File: src/rtl/wait_event_detector.sv
// Wait-event engine: arms on a start request, watches bit 0 of one lane for a
// rising or falling edge, and reports done / timeout / error with elapsed cycles.
module wait_event_detector #(
    parameter int unsigned WAIT_SIZE     = 5,
    parameter int unsigned WAIT_WIDTH    = 1,
    parameter int unsigned TIMEOUT_WIDTH = 32,
    localparam int unsigned SEL_W = (WAIT_SIZE > 1) ? $clog2(WAIT_SIZE) : 1,
    localparam int unsigned BUS_W = WAIT_SIZE * WAIT_WIDTH
) (
    input  logic                     clk,
    input  logic                     rst,
    input  logic                     start,
    input  logic [SEL_W-1:0]         wait_sel,
    input  logic                     sel_wtr_wtf,
    input  logic [TIMEOUT_WIDTH-1:0] max_timeout,
    input  logic                     abort,
    input  logic [BUS_W-1:0]         wait_signals,
    output logic                     busy,
    output logic                     wait_done,
    output logic                     wait_timeout,
    output logic                     wait_err,
    output logic [TIMEOUT_WIDTH-1:0] elapsed
);

    typedef enum logic [1:0] {
        ST_IDLE = 2'd0,
        ST_ARM  = 2'd1,
        ST_WAIT = 2'd2
    } state_t;

    state_t                   state_q, state_d;
    logic [SEL_W-1:0]         lane_q, lane_d;
    logic                     rise_q, rise_d;
    logic [TIMEOUT_WIDTH-1:0] timeout_q, timeout_d;
    logic [TIMEOUT_WIDTH-1:0] elapsed_q, elapsed_d;
    logic                     prev_q, prev_d;
    logic                     busy_q, busy_d;
    logic                     done_q, done_d;
    logic                     tmo_q, tmo_d;
    logic                     err_q, err_d;

    logic [WAIT_SIZE-1:0]     lane_bit0_c;
    logic                     cur_c;
    logic                     edge_hit_c;
    logic [TIMEOUT_WIDTH-1:0] elapsed_inc_c;

    // Edge detection only ever looks at bit 0 of each lane.
    always_comb begin
        for (int i = 0; i < int'(WAIT_SIZE); i++) begin
            lane_bit0_c[i] = wait_signals[i*int'(WAIT_WIDTH)];
        end
    end

    assign cur_c         = lane_bit0_c[lane_q];
    assign edge_hit_c    = rise_q ? (!prev_q && cur_c) : (prev_q && !cur_c);
    assign elapsed_inc_c = elapsed_q + TIMEOUT_WIDTH'(1);

    always_comb begin
        state_d   = state_q;
        lane_d    = lane_q;
        rise_d    = rise_q;
        timeout_d = timeout_q;
        elapsed_d = elapsed_q;
        prev_d    = prev_q;
        done_d    = 1'b0;
        tmo_d     = 1'b0;
        err_d     = 1'b0;

        unique case (state_q)
            ST_IDLE: begin
                if (start) begin
                    if (32'(wait_sel) < WAIT_SIZE) begin
                        lane_d    = wait_sel;
                        rise_d    = sel_wtr_wtf;
                        timeout_d = max_timeout;
                        elapsed_d = '0;
                        state_d   = ST_ARM;
                    end else begin
                        err_d = 1'b1;
                    end
                end
            end
            ST_ARM: begin
                if (abort) begin
                    state_d = ST_IDLE;
                end else begin
                    prev_d  = cur_c;
                    state_d = ST_WAIT;
                end
            end
            ST_WAIT: begin
                if (abort) begin
                    state_d = ST_IDLE;
                end else begin
                    prev_d = cur_c;
                    // Edge outranks a timeout landing in the same cycle.
                    if (edge_hit_c) begin
                        done_d  = 1'b1;
                        state_d = ST_IDLE;
                    end else if ((timeout_q != '0) && (elapsed_inc_c == timeout_q)) begin
                        tmo_d     = 1'b1;
                        elapsed_d = timeout_q;
                        state_d   = ST_IDLE;
                    end else if (elapsed_q != '1) begin
                        elapsed_d = elapsed_inc_c;
                    end
                end
            end
            default: state_d = ST_IDLE;
        endcase

        busy_d = (state_d != ST_IDLE);
    end

    always_ff @(posedge clk or posedge rst) begin
        if (rst) begin
            state_q   <= ST_IDLE;
            lane_q    <= '0;
            rise_q    <= 1'b0;
            timeout_q <= '0;
            elapsed_q <= '0;
            prev_q    <= 1'b0;
            busy_q    <= 1'b0;
            done_q    <= 1'b0;
            tmo_q     <= 1'b0;
            err_q     <= 1'b0;
        end else begin
            state_q   <= state_d;
            lane_q    <= lane_d;
            rise_q    <= rise_d;
            timeout_q <= timeout_d;
            elapsed_q <= elapsed_d;
            prev_q    <= prev_d;
            busy_q    <= busy_d;
            done_q    <= done_d;
            tmo_q     <= tmo_d;
            err_q     <= err_d;
        end
    end

    assign busy         = busy_q;
    assign wait_done    = done_q;
    assign wait_timeout = tmo_q;
    assign wait_err     = err_q;
    assign elapsed      = elapsed_q;

endmodule

File: config.mk
export PLATFORM = sky130hd
export DESIGN_NAME = wait_event_detector
export DESIGN_NICKNAME = d
export VERILOG_FILES = /design/src/rtl/wait_event_detector.sv
export SDC_FILE = /design/constraint.sdc
export NUM_CORES = 1
export LEC_CHECK = 0
export CAP_MARGIN = 20
export CORE_MARGIN = 2
export CORE_UTILIZATION = 25
export CTS_CLUSTER_DIAMETER = 50
export CTS_CLUSTER_SIZE = 24
export DETAILED_ROUTE_END_ITERATION = 10
export SKIP_CTS_REPAIR_TIMING = 1
export SLEW_MARGIN = 10
export SYNTH_ARGS = -nofsm -noshare
export SYNTH_HDL_FRONTEND = slang
export SYNTH_SLANG_ARGS = --single-unit
File: constraint.sdc
create_clock -name clk -period 4.4 [get_ports clk]
set_input_delay 1.1 -clock clk [delete_from_list [all_inputs] [get_ports clk]]
set_output_delay 1.1 -clock clk [all_outputs]
set_load 0.03 [all_outputs]
; Word-level counts from Yosys, hierarchy flattened
; Index checks and enable logic that the tools add are counted.
[totals]
regBits = 75
latch_bits = 0
ramBits = 0
rom_bits = 0
input_bits = 45
word_cells = 63
mem_count = 0
[classes]
addsub = 1
mul = 0
div_mod_pow = 0
n_lt_le_gt_ge = 2
eq_ne = 9
shifts = 0
muxes = 27
bitwise_logic = 1
reduce_logical = 13
[op_table]
columns = cell, n
row1 = $mux 32, 6
row2 = $pmux 32 s2, 1
row3 = $add 32x1->32 const B, 1
row4 = $eq 32x32->1, 1
row5 = $ne 32x32->1 const B, 1
row6 = $reduce_bool 32->1, 1
row7 = $mux 1, 12
row8 = $mux 2, 6
row9 = $ne 2x2->1 const B, 4
row10 = $pmux 2 s3, 1
row11 = $reduce_and 6->1, 1
row12 = $lt 3x4->1 const B, 1
row13 = $reduce_bool 2->1, 2
row14 = $bmux 1 s3, 1
row15 = $logic_and 1x1->1, 3
row16 = $lt 3x3->1 const B, 1
row17 = $ne 3x3->1 const B, 1
row18 = $reduce_and 3->1, 1
row19 = $eq 2x1->1 const B, 1
row20 = $eq 2x2->1 const B, 1
row21 = $logic_not 1->1, 2
row22 = $logic_not 2->1, 1
row23 = $reduce_and 2->1, 1
row24 = $reduce_or 2->1, 1
row25 = $not 1->1, 1

; Logic depth before layout (Yosys ltp)
; Gate-level depths: netlist of run 1.
[depth]
word_depth = 9
ltp_mapped = 12

; Least setup slack after synthesis of run 1
; Ideal clock, no wire load.
[synth_timing]
path_type = in2reg
startpoint = input port wait_signals[3]
endpoint = register elapsed_q[30], in the netlist elapsed[30]
arrival_time_ns = 3.423
slack_ns = 0.912
stages = 10
path_buffers = 1
cell_sequence = mux4_2 mux2i_1 mux2i_1 nand2b_1 or2_2 a21o_1 clkbuf_1 nor3_4 o2bb2a_1 a21bo_1
[synth_via]
elab_chain_cells = 7
elab_cells_between_ends = 8
cone_classes = eq/ne: 1 / mux: 3 / reduce/logical: 4
[synth_rtl]
columns = element, line_no
row1 = "start, declared", 17  ; input logic [BUS_W-1:0] wait_signals,
row2 = $bmux 1 s3 (*), 54  ; assign cur_c = lane_bit0_c[lane_q];
row3 = $mux 1 (not written as such) (*), 54
row4 = $logic_not 1->1, 55  ; assign edge_hit_c = rise_q ? (!prev_q && cur_c) : (prev_q && !cur_c);
row5 = $logic_and 1x1->1, 55
row6 = $mux 1 (*), 55
row7 = $ne 2x2->1 (no source line) (*), --
row8 = $reduce_and 6->1 (no source line) (*), --
row9 = "end signal, assigned", 132  ; elapsed_q <= elapsed_d;
row10 = "end, declared", 35  ; logic [TIMEOUT_WIDTH-1:0] elapsed_q, elapsed_d;
; Mark *: on every way between the ends. The rest lies on a longest branch, timed or not. The select of a mux whose other input is x is not followed.
; A chain may end at the register's enable or synchronous reset.

; Worst setup path in the final report of run 1
[layout_timing]
startpoint = register elapsed_q[0], in the netlist elapsed[0]
endpoint = register elapsed_q[26], in the netlist elapsed[26]
[layout_via]
elab_chain_cells = 7
elab_cells_between_ends = 11
cone_classes = add/sub: 1 / eq/ne: 3 / mux: 5 / reduce/logical: 2
[layout_rtl]
columns = element, line_no
row1 = $add 32x1->32, 56  ; assign elapsed_inc_c = elapsed_q + TIMEOUT_WIDTH'(1);
row2 = $eq 32x32->1, 100  ; end else if ((timeout_q != '0) && (elapsed_inc_c == timeout_q)) begin
row3 = $logic_and 1x1->1, 100
row4 = $mux 32, 100
row5 = $mux 32, 97  ; if (edge_hit_c) begin
row6 = $mux 32, 92  ; if (abort) begin
row7 = $pmux 32 s2, 69  ; unique case (state_q)
; Several ways; a longest one is shown, not always the timed one. The select of a mux whose other input is x is not followed.

==> results of run 1 <==
kinds of logic (layout without fill, tap and decap cells):
kind of cell / count (synthesis) / count (layout) / share of synthesized area, %
compound gates: 112 / 112 / 15.21
xor+xnor: 41 / 41 / 6.971
fa+ha+maj: 5 / 5 / 1.214
buf+inv: 51 / 124 / 4.396
flops: 75 / 75 / 36.43
mux: 24 / 24 / 4.906
simple gates: 310 / 310 / 30.87
cells in the final DEF (no fill, tap or decap), types with 9 or more instances in the layout:
cell type | netlist | layout
nand2_1 | 139 | 139
clkdlybuf4s50_1 | 0 | 80
dfrtp_1 | 75 | 75
nor2_1 | 32 | 32
nor3_1 | 26 | 26
xnor2_1 | 25 | 25
o21ai_0 | 25 | 25
nor4_1 | 23 | 23
mux2i_1 | 23 | 23
a21oi_1 | 16 | 16
xor2_1 | 16 | 16
buf_4 | 2 | 16
o2bb2ai_1 | 15 | 15
nand3_1 | 14 | 14
nand4_1 | 10 | 10
inv_1 | 11 | 10
clkbuf_16 | 0 | 9
through the flow:
stage / power (mW) / utilization, % / cell area [sq um] / instances
after global placement: 2.333 / 30.91 / 6254 / 945
final: 3.262 / 32.84 / 6645 / 961
after detailed placement: 2.351 / 30.91 / 6254 / 945
after global routing: 3.462 / 32.84 / 6645 / 961
after floorplan: 1.900 / - / 5151 / 618
after CTS: 3.275 / 32.70 / 6618 / 960
per-layer routing:
layer  global-route usage [%]  vias to the layer above
li1                         -                     2359
met5                        0                        -
met3                    2.531                       32
met2                    24.65                      197
met4                    6.827                        0
met1                    22.12                     2388
final cells by class:
type / instances / area [sq um] / share of cell area (%)
Multi-Input combinational cell: 492 / 3055 / 45.98
Sequential cell: 75 / 1877 / 28.24
Timing Repair Buffer: 98 / 968.4 / 14.57
Tap cell: 270 / 337.8 / 5.084
Clock buffer: 10 / 239.0 / 3.596
Clock inverter: 5 / 125.1 / 1.883
Inverter: 11 / 42.54 / 0.6402
state kept, by name, indices dropped and copies added (netlist names):
name,cells
busy,1
elapsed,32
lane_q,3
prev_q,1
rise_q,1
state_q,2
timeout_q,32
wait_done,1
wait_err,1
wait_timeout,1
worst paths after layout:
path                                 end  slack [ps]  cells after the start
hold / removal                    prev_q         500                      2
setup reg to reg             elapsed[26]         420                     11
hold reg to reg                   prev_q         500                      2
setup / recovery             elapsed[26]         420                     11
min in group asynchronous   timeout_q[0]         970                      2
max in group asynchronous  timeout_q[21]        2680                      4
power by group:
| part | leakage (nW) | total [mW] | switching [mW] | internal (mW) |
|---|---|---|---|---|
| sequential | 0.984 | 1.22 | 0.342 | 0.883 |
| combinational | 1.48 | 1.13 | 0.636 | 0.495 |
| clock | 0.179 | 0.908 | 0.285 | 0.622 |
| total | 2.64 | 3.26 | 1.26 | 2.00 |
worst min-delay path, cell delays in order (launching register included):
cell,delay [ps]
dfrtp_1,350
nand2_1,50
o21ai_0,60
==> flow_metrics.env, run 1 <==
export IMPL_status="finished, final reports clean"
export IMPL_synthCells=618
export IMPL_drv_slew=0
export IMPL_cts_max_path_buffers=2
export IMPL_tns_ps=0
export IMPL_grt_overflow=0
export IMPL_cts_root_buf="clkbuf_16"
export IMPL_critPathMaxFanout=21
export IMPL_fillers=2119
export IMPL_ys_warn_count=0
export IMPL_leakagePower_nw=2.640
export IMPL_port_buffers=80
export IMPL_vias=4976
export IMPL_gp_congestion=1.004
export IMPL_worstMarginPinSlew_ps=1032
export IMPL_initial_core_util_pct=25.46
export IMPL_cts_tree="built"
export IMPL_path_cells="ha_1, nand3_2, or4_1, xnor2_1, a211oi_1, nand4_1, or4_4, o21ai_4, buf_4, o21ai_1, a21o_1"
export IMPL_worst_path_max_delay_cell="or4_1"
export IMPL_fin_hold_ws_ps=496.8
export IMPL_drc_errors=0
export IMPL_ant_nets=0
export IMPL_synth_area_leaders="dfrtp_1 (36%), nand2_1 (10%), mux2i_1 (4.5%), xnor2_1 (4.3%), nor4_1 (2.8%)"
export IMPL_vias_per_cell=5.178
export IMPL_grt_pass1_wl_microns=27010
export IMPL_slowest_delay_ps=700
export IMPL_ys_ff_latch=75
export IMPL_die_h_microns=147.5
export IMPL_grt_max_degree=55
export IMPL_dr_wl_met3_microns=1099
export IMPL_synth_common_cells="nand2_1 (139), dfrtp_1 (75), nor2_1 (32), nor3_1 (26)"
export IMPL_maxCapViolCount=0
export IMPL_antenna_found_initial=0
export IMPL_dieArea_sq_mm=0.02177
export IMPL_fin_worst_skew_ps=4.861
export IMPL_numCtsBuffers=9
export IMPL_required_ps=4630
export IMPL_min_from="prev_q"
export IMPL_cp_num_buf_inv=1
export IMPL_fin_crit_sh_pct=90.49
export IMPL_syn_num_nets=668
export IMPL_dp_slack_ps=356.9
export IMPL_clock_sinks=75
export IMPL_ys_seq_area_share_pct=36.43
export IMPL_drt_iter0_drc=498
export IMPL_totalWireLength_microns=17110
export IMPL_setup_viol=0
export IMPL_grt_pass1_vias=4695
export IMPL_die_x_microns=147.5
export IMPL_max_freq_mhz=251.2
export IMPL_cp_arrival_ps=4220
export IMPL_rows=52
export IMPL_fin_nets=737
export IMPL_drive_gt1_share_pct=7.959
export IMPL_synth_top_area_share_pct=36.43
export IMPL_path_clk_slew_ps=50
export IMPL_setup_ws_ps=418.4
export IMPL_grt_usage_pct=15.95
export IMPL_diodes=0
export IMPL_hold_violations=0
export IMPL_ys_async_sr_fraction_pct=100.0
export IMPL_place_hpwl_microns=12820
export IMPL_area_growth_pct=29.00
export IMPL_synth_top_flop_cell="dfrtp_1"
export IMPL_p_per_area_mw_per_mm2=491.0
export IMPL_crit_reg2reg_launch="elapsed[0]"
export IMPL_wl_per_cell_microns=17.81
export IMPL_core_area_sq_mm=0.02023
export IMPL_synth_largest_area_cell="dfrtp_1"
export IMPL_final_min_clock_period_ps=3982
export IMPL_hold_path_class="flop to flop"
export IMPL_crit_start="elapsed[0]"
export IMPL_crit_family="simple AND/OR/NAND/NOR gates"
export IMPL_synthDistinctLibCells=71
export IMPL_ios=81
export IMPL_routed_top_layer="met4"
export IMPL_start_kind="flop"
export IMPL_firstDrtPassIters=5
export IMPL_met2_length_microns=7788
export IMPL_synth_edff_count=0
export IMPL_crit_path_end_kind="flop"
export IMPL_synth_most_common_cell="nand2_1"
export IMPL_crit_type="flop to flop"
export IMPL_htreeDepth=3
export IMPL_peakVddDrop_v=0.0002421
export IMPL_relSlewSlack_pct=30.74
export IMPL_avgSynthCellArea_sq_um=8.335
export IMPL_clkLatencyLatePin_ps=350
export IMPL_synth_area_sq_mm=0.005151
export IMPL_m1WireLength_microns=7772
export IMPL_rsz0062_at_grt="false"
Note: power is estimated with default switching activity, not from simulation.
==> run 2, diff against run 1 <==
Settings changed: CORE_MARGIN 2 to 1, GPL_ROUTABILITY_DRIVEN from default to 0.
==> flow_metrics.env, run 2 (synthesized netlist as in run 1, its figures left out) <==
export IMPL_area_growth_pct=29.03
export IMPL_htreeDepth=3
export IMPL_p_per_area_mw_per_mm2=481.6
export IMPL_relSlewSlack_pct=32.83
export IMPL_slowest_delay_ps=700
export IMPL_numCtsBuffers=9
export IMPL_status="finished, final reports clean"
export IMPL_peakVddDrop_v=0.0002196
export IMPL_finalInstanceArea_sq_mm=0.006646
export IMPL_clkLatencyLatePin_ps=350
export IMPL_vias_per_cell=5.131
export IMPL_grt_usage_pct=16.93
export IMPL_maxCapViolCount=0
export IMPL_max_freq_mhz=260.1
export IMPL_final_common_cell="nand2_1"
export IMPL_leakagePower_nw=2.639
export IMPL_final_util_pct=32.85
export IMPL_path_clk_slew_ps=70
export IMPL_ios=81
export IMPL_cts_tree="built"
export IMPL_die_x_microns=145.5
export IMPL_cp_num_buf_inv=1
export IMPL_drt_iter0_drc=413
export IMPL_grt_max_degree=59
export IMPL_crit_path_end_kind="flop"
export IMPL_final_cell_mix="nand2_1 (139), clkdlybuf4s50_1 (80), dfrtp_1 (75)"
export IMPL_core_area_sq_mm=0.02023
export IMPL_rsz0062_at_grt="false"
export IMPL_drv_slew=0
export IMPL_hold_violations=0
export IMPL_initial_core_util_pct=25.46
export IMPL_firstDrtPassIters=5
export IMPL_crit_family="simple AND/OR/NAND/NOR gates"
export IMPL_crit_type="flop to flop"
export IMPL_grt_pass1_vias=4929
export IMPL_place_hpwl_microns=12780
export IMPL_ant_nets=0
export IMPL_worst_path_max_delay_cell="or4_1"
export IMPL_cts_max_path_buffers=2
export IMPL_required_ps=4640
export IMPL_fillers=2126
export IMPL_path_cells="nand4_2, or4_1, xnor2_1, a211oi_1, nand4_1, or4_4, o21ai_4, buf_12, o21ai_1, a221o_1"
export IMPL_drive_gt1_share_pct=8.489
export IMPL_die_h_microns=145.5
export IMPL_dpl_cell_area_sq_mm=0.006284
export IMPL_drc_errors=0
export IMPL_fin_crit_sh_pct=87.40
export IMPL_totalWireLength_microns=17150
export IMPL_setup_viol=0
export IMPL_final_min_clock_period_ps=3845
export IMPL_wl_per_cell_microns=17.77
export IMPL_vias=4951
export IMPL_grt_pass1_wl_microns=27920
export IMPL_cts_root_buf="clkbuf_16"
export IMPL_fin_hold_ws_ps=504.5
export IMPL_antenna_found_initial=0
export IMPL_grt_overflow=0
export IMPL_start_kind="flop"
export IMPL_cp_arrival_ps=4080
export IMPL_hold_path_class="flop to flop"
export IMPL_worstMarginPinSlew_ps=1001
export IMPL_clock_sinks=75
export IMPL_diodes=0
export IMPL_dieArea_sq_mm=0.02118
export IMPL_critPathMaxFanout=17
export IMPL_fin_worst_skew_ps=10.41
export IMPL_port_buffers=80
export IMPL_fin_nets=740
export IMPL_rows=52
export IMPL_tns_ps=0
-- run 2: stage by stage --
stage	cells	setup slack [ps]	power (mW)
6_report	965	554.6	3.201
3_3_place_gp	948	404.7	2.345
5_1_grt	965	364.1	3.407
2_1_floorplan	618	912.3	1.900
3_5_place_dp	948	369.9	2.361
4_1_cts	964	567.3	3.210
-- run 2: worst reg2reg max path, cell delays in order, from the launching register on --
cell and delay [ps]:
dfrtp_1 590, nand4_2 350, or4_1 700, xnor2_1 170, a211oi_1 270, nand4_1 150, or4_4 530, o21ai_4 400
buf_12 200, o21ai_1 80, a221o_1 300
-- run 2: cell type report --
type                    count  area (sq um)  area share [%]
inverters                  11         42.54          0.6401
well taps                 270         337.8           5.083
repair buffers            101          1003           15.10
flip-flops and latches     75          1877           28.24
multi-input cells         492          3050           45.90
clock inverters             6         96.34           1.450
clock buffers              10         239.0           3.596
-- run 2: layer usage --
metal | global-route usage (%) | wire length [microns] | up-vias | part of all wire [%]
li1 | - | - | 2371 | -
met1 | 22.27 | 7752 | 2377 | 45
met5 | 0 | 0 | - | 0
met4 | 7.789 | 582 | 0 | 3.4
met2 | 26.54 | 7810 | 170 | 46
met3 | 3.668 | 1005 | 33 | 5.9
-- run 2: path summary, 6_finish.rpt --
| path | from | slack (ps) | cells past startpoint | to |
|---|---|---|---|---|
| max in group asynchronous | rst | 2560 | 4 | elapsed[22] |
| hold / removal | prev_q | 500 | 2 | prev_q |
| setup reg to reg | elapsed[4] | 550 | 10 | elapsed[16] |
| setup / recovery | elapsed[4] | 550 | 10 | elapsed[16] |
| hold reg to reg | prev_q | 500 | 2 | prev_q |
| min in group asynchronous | rst | 1000 | 2 | timeout_q[6] |
-- run 2: power breakdown --
| group | leakage (nW) | switching [mW] | internal [mW] |
|---|---|---|---|
| clock network | 0.161 | 0.321 | 0.519 |
| registers | 0.984 | 0.321 | 0.883 |
| logic | 1.49 | 0.645 | 0.512 |
